### src/rtl/usb_rw_arbiter.sv
// usb_rw_arbiter
//   Shares one USB read/write transaction FSM between N_REQ host-side requesters.
//   Pending requests are granted round-robin, one transaction at a time. The granted
//   request's operands are latched, a one-cycle start pulse is sent to the FSM, and the
//   arbiter waits for fsm_done (or aborts after TIMEOUT_CYCLES wait cycles). The result is
//   returned to the requester as a one-cycle response.
//
// Ports
//   clk, rst_b           clock, synchronous active-low reset
//   req_read/req_write   per-requester level requests, held until req_ack
//   req_mempage          per-requester page, slice i = [16*i +: 16]
//   req_wdata            per-requester write data, slice i = [64*i +: 64]
//   req_ack              one-hot completion pulse
//   rsp_valid/id/data    response pulse, requester index, read data (0 for writes/timeouts)
//   rsp_timeout          completion was a timeout abort
//   busy                 arbiter is not idle
//   fsm_read/fsm_write   start pulses towards the transaction FSM
//   fsm_mempage/data_in  operands of the current transaction
//   fsm_abort            watchdog abort pulse
//   fsm_valueRead        read data from the FSM, valid with fsm_done
//   fsm_done             FSM transaction complete
module usb_rw_arbiter #(
  parameter int unsigned  N_REQ          = 4,
  parameter int unsigned  TIMEOUT_CYCLES = 1024,
  localparam int unsigned ID_W           = $clog2(N_REQ)
) (
  input  logic                  clk,
  input  logic                  rst_b,
  input  logic [N_REQ-1:0]      req_read,
  input  logic [N_REQ-1:0]      req_write,
  input  logic [N_REQ*16-1:0]   req_mempage,
  input  logic [N_REQ*64-1:0]   req_wdata,
  output logic [N_REQ-1:0]      req_ack,
  output logic                  rsp_valid,
  output logic [ID_W-1:0]       rsp_id,
  output logic [63:0]           rsp_data,
  output logic                  rsp_timeout,
  output logic                  busy,
  output logic                  fsm_read,
  output logic                  fsm_write,
  output logic [15:0]           fsm_mempage,
  output logic [63:0]           fsm_data_in,
  output logic                  fsm_abort,
  input  logic [63:0]           fsm_valueRead,
  input  logic                  fsm_done
);

  localparam int unsigned    CNT_W   = $clog2(TIMEOUT_CYCLES);
  localparam logic [CNT_W-1:0] CntLast = CNT_W'(TIMEOUT_CYCLES - 1);

  typedef enum logic [1:0] {StIdle, StIssue, StWait, StResp} state_e;

  state_e            state_q;
  logic [ID_W-1:0]   ptr_q;
  logic [ID_W-1:0]   id_q;
  logic              op_read_q;
  logic [CNT_W-1:0]  cnt_q;
  logic [15:0]       mempage_q;
  logic [63:0]       wdata_q;
  logic              fsm_read_q;
  logic              fsm_write_q;
  logic [N_REQ-1:0]  req_ack_q;
  logic              rsp_valid_q;
  logic [ID_W-1:0]   rsp_id_q;
  logic [63:0]       rsp_data_q;
  logic              rsp_timeout_q;

  logic [N_REQ-1:0]  pending;
  logic              grant_valid;
  logic [ID_W-1:0]   grant_idx;
  logic [31:0]       scan_idx;

  assign pending = req_read | req_write;

  // Round-robin pick: first pending index scanning ptr, ptr+1, ... modulo N_REQ.
  always_comb begin
    grant_valid = 1'b0;
    grant_idx   = '0;
    scan_idx    = '0;
    for (int unsigned k = 0; k < N_REQ; k++) begin
      scan_idx = 32'(ptr_q) + k;
      if (scan_idx >= N_REQ) scan_idx = scan_idx - N_REQ;
      if (!grant_valid && pending[scan_idx[ID_W-1:0]]) begin
        grant_valid = 1'b1;
        grant_idx   = scan_idx[ID_W-1:0];
      end
    end
  end

  always_ff @(posedge clk) begin
    if (!rst_b) begin
      state_q       <= StIdle;
      ptr_q         <= '0;
      id_q          <= '0;
      op_read_q     <= 1'b0;
      cnt_q         <= '0;
      mempage_q     <= '0;
      wdata_q       <= '0;
      fsm_read_q    <= 1'b0;
      fsm_write_q   <= 1'b0;
      req_ack_q     <= '0;
      rsp_valid_q   <= 1'b0;
      rsp_id_q      <= '0;
      rsp_data_q    <= '0;
      rsp_timeout_q <= 1'b0;
    end else begin
      // Start pulses and response fields are single-cycle by default.
      fsm_read_q    <= 1'b0;
      fsm_write_q   <= 1'b0;
      req_ack_q     <= '0;
      rsp_valid_q   <= 1'b0;
      rsp_id_q      <= '0;
      rsp_data_q    <= '0;
      rsp_timeout_q <= 1'b0;
      unique case (state_q)
        StIdle: begin
          if (grant_valid) begin
            id_q      <= grant_idx;
            // Read wins when both read and write are requested.
            op_read_q   <= req_read[grant_idx];
            fsm_read_q  <= req_read[grant_idx];
            fsm_write_q <= ~req_read[grant_idx];
            mempage_q   <= req_mempage[16*grant_idx +: 16];
            wdata_q     <= req_wdata[64*grant_idx +: 64];
            state_q     <= StIssue;
          end
        end
        StIssue: begin
          cnt_q   <= '0;
          state_q <= StWait;
        end
        StWait: begin
          if (fsm_done) begin
            rsp_valid_q     <= 1'b1;
            req_ack_q[id_q] <= 1'b1;
            rsp_id_q        <= id_q;
            rsp_data_q      <= op_read_q ? fsm_valueRead : 64'd0;
            state_q         <= StResp;
          end else if (cnt_q == CntLast) begin
            rsp_valid_q     <= 1'b1;
            req_ack_q[id_q] <= 1'b1;
            rsp_id_q        <= id_q;
            rsp_timeout_q   <= 1'b1;
            state_q         <= StResp;
          end else begin
            cnt_q <= cnt_q + CNT_W'(1);
          end
        end
        StResp: begin
          ptr_q   <= (id_q == ID_W'(N_REQ - 1)) ? '0 : id_q + ID_W'(1);
          state_q <= StIdle;
        end
        default: state_q <= StIdle;
      endcase
    end
  end

  // Abort is flagged in the last wait cycle itself; a coincident done takes precedence and
  // a reset in that cycle suppresses it.
  assign fsm_abort   = rst_b && (state_q == StWait) && !fsm_done && (cnt_q == CntLast);

  assign busy        = (state_q != StIdle);
  assign fsm_read    = fsm_read_q;
  assign fsm_write   = fsm_write_q;
  assign fsm_mempage = mempage_q;
  assign fsm_data_in = wdata_q;
  assign req_ack     = req_ack_q;
  assign rsp_valid   = rsp_valid_q;
  assign rsp_id      = rsp_id_q;
  assign rsp_data    = rsp_data_q;
  assign rsp_timeout = rsp_timeout_q;

endmodule

### config.mk
export PLATFORM = sky130hd
export DESIGN_NAME = usb_rw_arbiter
export DESIGN_NICKNAME = d
export VERILOG_FILES = /design/src/rtl/usb_rw_arbiter.sv
export SDC_FILE = /design/constraint.sdc
export NUM_CORES = 1
export LEC_CHECK = 0
export CORE_AREA = 5 5 213 215
export CTS_BUF_LIST = sky130_fd_sc_hd__clkbuf_16
export CTS_CLUSTER_DIAMETER = 100
export DETAILED_ROUTE_END_ITERATION = 6
export DIE_AREA = 0 0 218 220
export SLEW_MARGIN = 15
export SYNTH_ARGS = -nofsm -noshare
export SYNTH_HDL_FRONTEND = slang
export SYNTH_SLANG_ARGS = --single-unit
### constraint.sdc
create_clock -name clk -period 3.35 [get_ports clk]
set_input_delay 0.5025 -clock clk [delete_from_list [all_inputs] [get_ports clk]]
set_output_delay 0.5025 -clock clk [all_outputs]
set_load 0.01 [all_outputs]
==> flow_summary_export.csv <==
group,metric,value,unit
clock_network,cts_root_buffer,"clkbuf_16",
pwr,clock_power_share,0.268,
sta,rsz0062_at_grt,"false",
logic_synthesis,synth_edf_count,0,
routing,drt-initial-drc-count,281,
setup_path,worstPathCellList,"and4_1 -> nand3_1 -> nor4_1 -> clkdlybuf4s50_1",
pwr,switching_share,0.326,
sta,setup_tns,0,ns
placed_design,place.gp.congestion,0.833,
logic_synthesis,syn_avg_cell_area,11.2,sq um
global_route,antenna_found_initial,2,
hold_path,hold_class,"reg2reg",
logic_synthesis,synthesis.instances,739,
setup_path,startpoint_type,"flop",
pwr,p_comb_frac,0.406,
pwr,p_switching,2.65,mW
placed_design,hpwl,28700,microns
placed_design,portBuffers,550,
routing,viasPerCell,4.21,
pwr,power_density,543,nW/um^2
setup_path,required,2.85,ns
sta,fin_crit,2.74,ns
layout,layout-drive-gt1-share,0.111,
logic_synthesis,synthFlopType,"dfxtp_1",
pwr,vdd_ir_drop_max,0.358,mV
clock_network,cts_tree,"done",
clock_network,cts_made_buffers,17,
clock_network,worstSkewPairLatency,0.48,ns
layout,synthToLayoutAreaGrowth,81.0,%
floorplanning,start_util,0.190,
routing,drtPass1Iterations,4,
global_route,overflow,0,
floorplanning,pin_count,551,
sta,slew_violations,0,
pwr,seq_power_share,0.326,
logic_synthesis,ys_async_sr_fraction,0,
routing,wl_per_cell,19.2,microns
setup_path,timing.critical_path.slowest_cell_delay,0.63,ns
clock_network,clock_sinks,171,
run_status,outcome,"finished clean",
setup_path,worstSetupPathType,"reg2out",
flow_run,cap_violations,0,
sta,max_clock_freq,0.365,GHz
sta,hold_viol_final,0,
logic_synthesis,syn_nets,1143,
clock_network,cts_setup_buffers,0,
setup_path,r2r_end,"fsm_data_in[1]$_SDFFE_PN0P_",
logic_synthesis,yosysSeqAreaShare,0.413,
clock_network,ctsResizeCount,0,
placed_design,placed_cells,1854,
routing,ant_nets,0,
floorplanning,rows,77,
hold_path,hold_path_startpoint,"fsm_data_in[10]$_SDFFE_PN0P_",
floorplanning,core-area,43500,sq um
sta,period_share,0.817,
routing,drc,0,
sta,tightest_slew,0.528,ns
global_route,grt_pass1_wl,51300,microns
clock_network,htree_num_levels,4,
logic_synthesis,yosysUniqueCellTypes,48,
logic_synthesis,syn-cell-area,8280,sq um
routing,wirelength,36200,microns
clock_network,clkTransAtPathRegs,0.07,ns
global_route,grt_usage,0.142,
hold_path,holdPathEnd,"fsm_data_in[10]$_SDFFE_PN0P_",
setup_path,crit_fanout,6,
sta,fin_skew,0.0192,ns
logic_synthesis,ys_ff_latch,171,
layout,nets,1685,
floorplanning,die_area,48000,sq um
setup_path,ff2ff_setup_slack,1.12,ns
logic_synthesis,yosys_warnings,0,
clock_network,cts_buffer_depth,2,
pwr,p_leak,6.08,nW
floorplanning,die_h,220,microns
global_route,grt_pass1_vias,8357,
setup_path,cp-end-kind,"output pin",
routing,num_vias,7944,
hold_path,hold_depth,2,
global_route,grt_max_degree,82,
setup_path,r2r_cells,6,
setup_path,reg2reg_from,"ptr_q[0]$_SDFFE_PN0N_",
clock_network,hold_buffers,0,
layout,fin_cells,1886,
sta,setup_viol,0,
setup_path,cp_slowest_cell,"clkdlybuf4s50_1",
pwr,internal_power,5.48,mW
floorplanning,chipWidth,218,microns
setup_path,crit_arrival,2.23,ns
sta,maxSlewHeadroom,0.648,
sequential cells by signal (all words and copies together), names as in the netlist, 4 cells and up:
name and cells:
cnt_q 10, fsm_data_in 64, fsm_mempage 16, req_ack 4, rsp_data 64
worst max-delay path by stage:
stage	startpoint	end	slack, ns	cells after the start
after floorplan	req_write[1]	fsm_data_in[11]$_SDFFE_PN0P_	1.19	7
after global placement	req_read[1]	fsm_data_in[6]$_SDFFE_PN0P_	0.44	8
after detailed placement	req_write[1]	fsm_data_in[48]$_SDFFE_PN0P_	0.37	8
after CTS	cnt_q[3]$_SDFFE_PN0P_	fsm_abort	0.52	4
after global routing	state_q[0]$_SDFFE_PN0P_	fsm_abort	0.37	5
final	cnt_q[3]$_SDFFE_PN0P_	fsm_abort	0.61	4
cells in the mapped netlist (9+ instances only):
cell | count | area share
dfxtp_1 | 171 | 0.41
mux2i_1 | 163 | 0.20
nand2_1 | 95 | 0.043
o221ai_2 | 78 | 0.14
and2_1 | 71 | 0.054
clkbuf_1 | 16 | 0.0073
nor2_1 | 16 | 0.0073
buf_12 | 11 | 0.027
buf_2 | 10 | 0.0060
nand3_1 | 10 | 0.0060
ha_1 | 9 | 0.014
inv_1 | 9 | 0.0041
final cells by class:
cell class	count	area, sq um
antenna	1	2.50
timing repair buffer	575	5810
clock inverter	14	198
inverter	9	33.8
tap	592	741
clock buffer	17	425
sequential	171	3420
fill	4433	28600
multi-input combinational	507	4360
cell families after synthesis:
| logic type | share of synthesized area |
|---|---|
| buffers and inverters | 0.0630 |
| multiplexers | 0.197 |
| AO/OA/AOI/OAI | 0.174 |
| adder cells (fa/ha/maj) | 0.0136 |
| AND/OR/NAND/NOR | 0.131 |
| flip-flops | 0.413 |
| XOR/XNOR | 0.00846 |
power by group through the flow:
stage	combinational, mW	clock (mW)	sequential [mW]
floorplan	1.56	0	2.83
global placement	3.33	0	2.68
global route	3.54	2.35	2.70
CTS	3.37	2.28	2.65
detailed placement	3.37	0	2.69
finish	3.30	2.18	2.65
through the flow:
step / utilization / instance area [sq um] / setup WS, ns / power (mW) / hold WS (ns)
2_1_floorplan: - / 8280 / 1.19 / 4.39 / 0.432
3_3_place_gp: 0.330 / 14400 / 0.437 / 6.01 / 0.446
3_5_place_dp: 0.330 / 14400 / 0.368 / 6.06 / 0.449
4_1_cts: 0.344 / 15000 / 0.521 / 8.31 / 0.470
5_1_grt: 0.344 / 15000 / 0.366 / 8.58 / 0.486
6_report: 0.344 / 15000 / 0.613 / 8.14 / 0.466
critical path: cells and delay by family, from the launching register on:
family                 cells  cell delay (ns)
and+or+nand+nor            3             0.70
buffers and inverters      1             0.63
DFF                        1             0.43
per-layer routing:
| layer | up-vias | global-route usage | share of wire |
|---|---|---|---|
| met4 | 0 | 0.0611 | 0.029 |
| li1 | 3774 | - | - |
| met3 | 54 | 0.0690 | 0.11 |
| met5 | - | 0 | 0 |
| met1 | 3686 | 0.148 | 0.37 |
| met2 | 430 | 0.246 | 0.49 |
placed cells by master (no fill, tap or decap), drive strengths merged:
cell type	netlist	layout
a211oi	6	6
a21boi	2	2
a21oi	5	5
a31oi	1	1
a41oi	2	2
and2	71	71
and4	1	1
buf	30	25
bufinv	0	4
clkbuf	16	17
clkdlybuf4s50	0	550
clkinv	0	4
clkinvlp	0	1
dfxtp	171	171
diode	0	1
ha	9	9
inv	9	14
mux2i	163	163
nand2	95	95
nand2b	1	1
nand3	11	11
nand3b	1	1
nand4	1	1
nor2	17	17
nor2b	5	5
nor3	4	4
nor4	3	3
o2111a	2	2
o2111ai	2	2
o21a	1	1
o21ai	6	6
o21bai	2	2
o221a	1	1
o221ai	81	81
o22ai	1	1
o311ai	1	1
or2	3	3
or4	1	1
xnor2	8	8
(Power assumes the default switching activity.)
==> patch (same settings) <==
Reset style: asynchronous (`rst_b`), changed in one clocked block. Comments in the files are not updated.
--- a/src/rtl/usb_rw_arbiter.sv
+++ b/src/rtl/usb_rw_arbiter.sv
@@ -87,7 +87,7 @@
     end
   end
 
-  always_ff @(posedge clk) begin
+  always_ff @(posedge clk or negedge rst_b) begin
     if (!rst_b) begin
       state_q       <= StIdle;
       ptr_q         <= '0;
Check against the original RTL: differs if rst_b is asserted again (counterexample within 4 cycles, from zero or initial values and one cycle with rst_b low); with rst_b held inactive, the same outputs for 4 cycles.
==> patch against the original RTL <==
- final area up 1.0%
- sequential cell count is the same
- global-route usage rose by 0.28 points
- core utilization up 0.35 points
- synthesized area increased by 2.2%
- total power is 26% higher
- worst setup slack got worse by 0.21 ns
- first-iteration DRC count is 38% higher
- synthesized cell count down 2.3%
- register-to-register slack gained 0.06 ns
- routed wire length shrank 0.81%
==> patch: results (changes against the original RTL) <==
| Metric | Value |
|---|---|
| Status | `finished, final reports clean` |
| Reg2Reg Setup Slack | `1.18 ns (+0.06 ns)` |
| Top-count cell post-synth | `dfrtp_1` |
| R2R Path End | `fsm_data_in[1]` |
| HPWL after DPL | `27.9 mm (-2.7%)` |
| Sw Pwr | `3.86 mW (+45%)` |
| First-pass GRT wire length | `52.8 mm (+2.8%)` |
| Clk_skew | `0.0115 ns (-0.00771 ns)` |
| HP Start | `fsm_data_in[51]` |
| Sequential share of power | `0.299 (-0.027)` |
| # fillers | `4418 (-0.34%)` |
| Initial antenna violation count | `3 (+1)` |
| Hold Crit Endpoint | `fsm_data_in[51]` |
| Area contributors post-synth | `dfrtp_1 51%, mux2i_1 19%, o221ai_1 8.4%` |
| Synth Net Count | `1126 (-1.5%)` |
| Internal Pwr Total | `6.39 mW (+17%)` |
| Drt pass-1 iters | `5 (+1)` |
| Largest stage delay, worst path | `0.53 ns (-0.10 ns)` |
| Routability cong. | `0.832 (-0.18%)` |
| Leakage power | `6.34 nW (+4.4%)` |
| Distinct cells, synth | `41 (-15%)` |
| Total GRT Usage | `0.145 (+0.00277)` |
| Share of cells above drive strength 1 | `0.0481 (-0.0633)` |
| Vias per cell | `4.25 (+0.96%)` |
| Comb pwr | `5.24 mW (+59%)` |
| Worst slew margin relative to its limit | `0.373 (-0.274)` |
| Crit path arrival time | `2.44 ns (+0.21 ns)` |
| Top cells by count, synth | `171 x dfrtp_1, 160 x mux2i_1, 92 x nand2_1` |
| Largest net degree at the start of global routing | `85 (+3.7%)` |
| Non-clock buffering overhead | `0.380 (-0.00713)` |
| First DRT Iteration DRCs | `387 (+38%)` |
| Invs w/o clock | `11 (+2)` |
| Worst vdd ir | `0.404 mV (+13%)` |
| Sequential-to-total area share from yosys stat | `0.506 (+0.0922)` |
[patch: cell types whose count changed after synthesis, sizes merged, moves of 4 or more]
cell    delta
dfrtp    +171
bufbuf     -6
buf        +9
a211oi     -6
dfxtp    -171
and3       +4
nand3      -9
[patch: worst min-delay path, delay by kind of cell, from the launching register on]
| family | cells | cell delay (ns) |
|---|---|---|
| flops | 1 | 0.34 |
| compound gates | 1 | 0.06 |
| simple gates | 1 | 0.05 |
[patch: metal layers]
| metal | vias to the layer above | wire, um | track usage |
|---|---|---|---|
| met3 | 40 | 4140 | 0.0694 |
| met5 | - | 0 | 0 |
| li1 | 3689 | - | - |
| met4 | 0 | 857 | 0.0528 |
| met1 | 3790 | 13700 | 0.162 |
| met2 | 399 | 17300 | 0.242 |
[patch: stage by stage]
| step | utilization | hold slack, ns | setup slack (ns) | instance area [sq um] | instances |
|---|---|---|---|---|---|
| after floorplan | - | 0.207 | 1.42 | 8460 | 722 |
| after global placement | 0.335 | 0.435 | 0.486 | 14600 | 1828 |
| after detailed placement | 0.335 | 0.440 | 0.451 | 14600 | 1828 |
| after CTS | 0.348 | 0.466 | 0.349 | 15100 | 1861 |
| after global routing | 0.348 | 0.511 | 0.172 | 15100 | 1862 |
| final | 0.348 | 0.487 | 0.406 | 15100 | 1862 |
[patch: cell families (layout without fill, tap and decap cells)]
kind of cell / after synthesis / count (layout) / share of synthesized area
buf+inv: 64 / 611 / 0.0525
fa+ha+maj: 9 / 9 / 0.0133
simple gates: 203 / 203 / 0.119
mux: 163 / 163 / 0.193
compound gates: 104 / 104 / 0.108
other cells: 0 / 1 / 0
flops: 171 / 171 / 0.506
xor+xnor: 8 / 8 / 0.00828
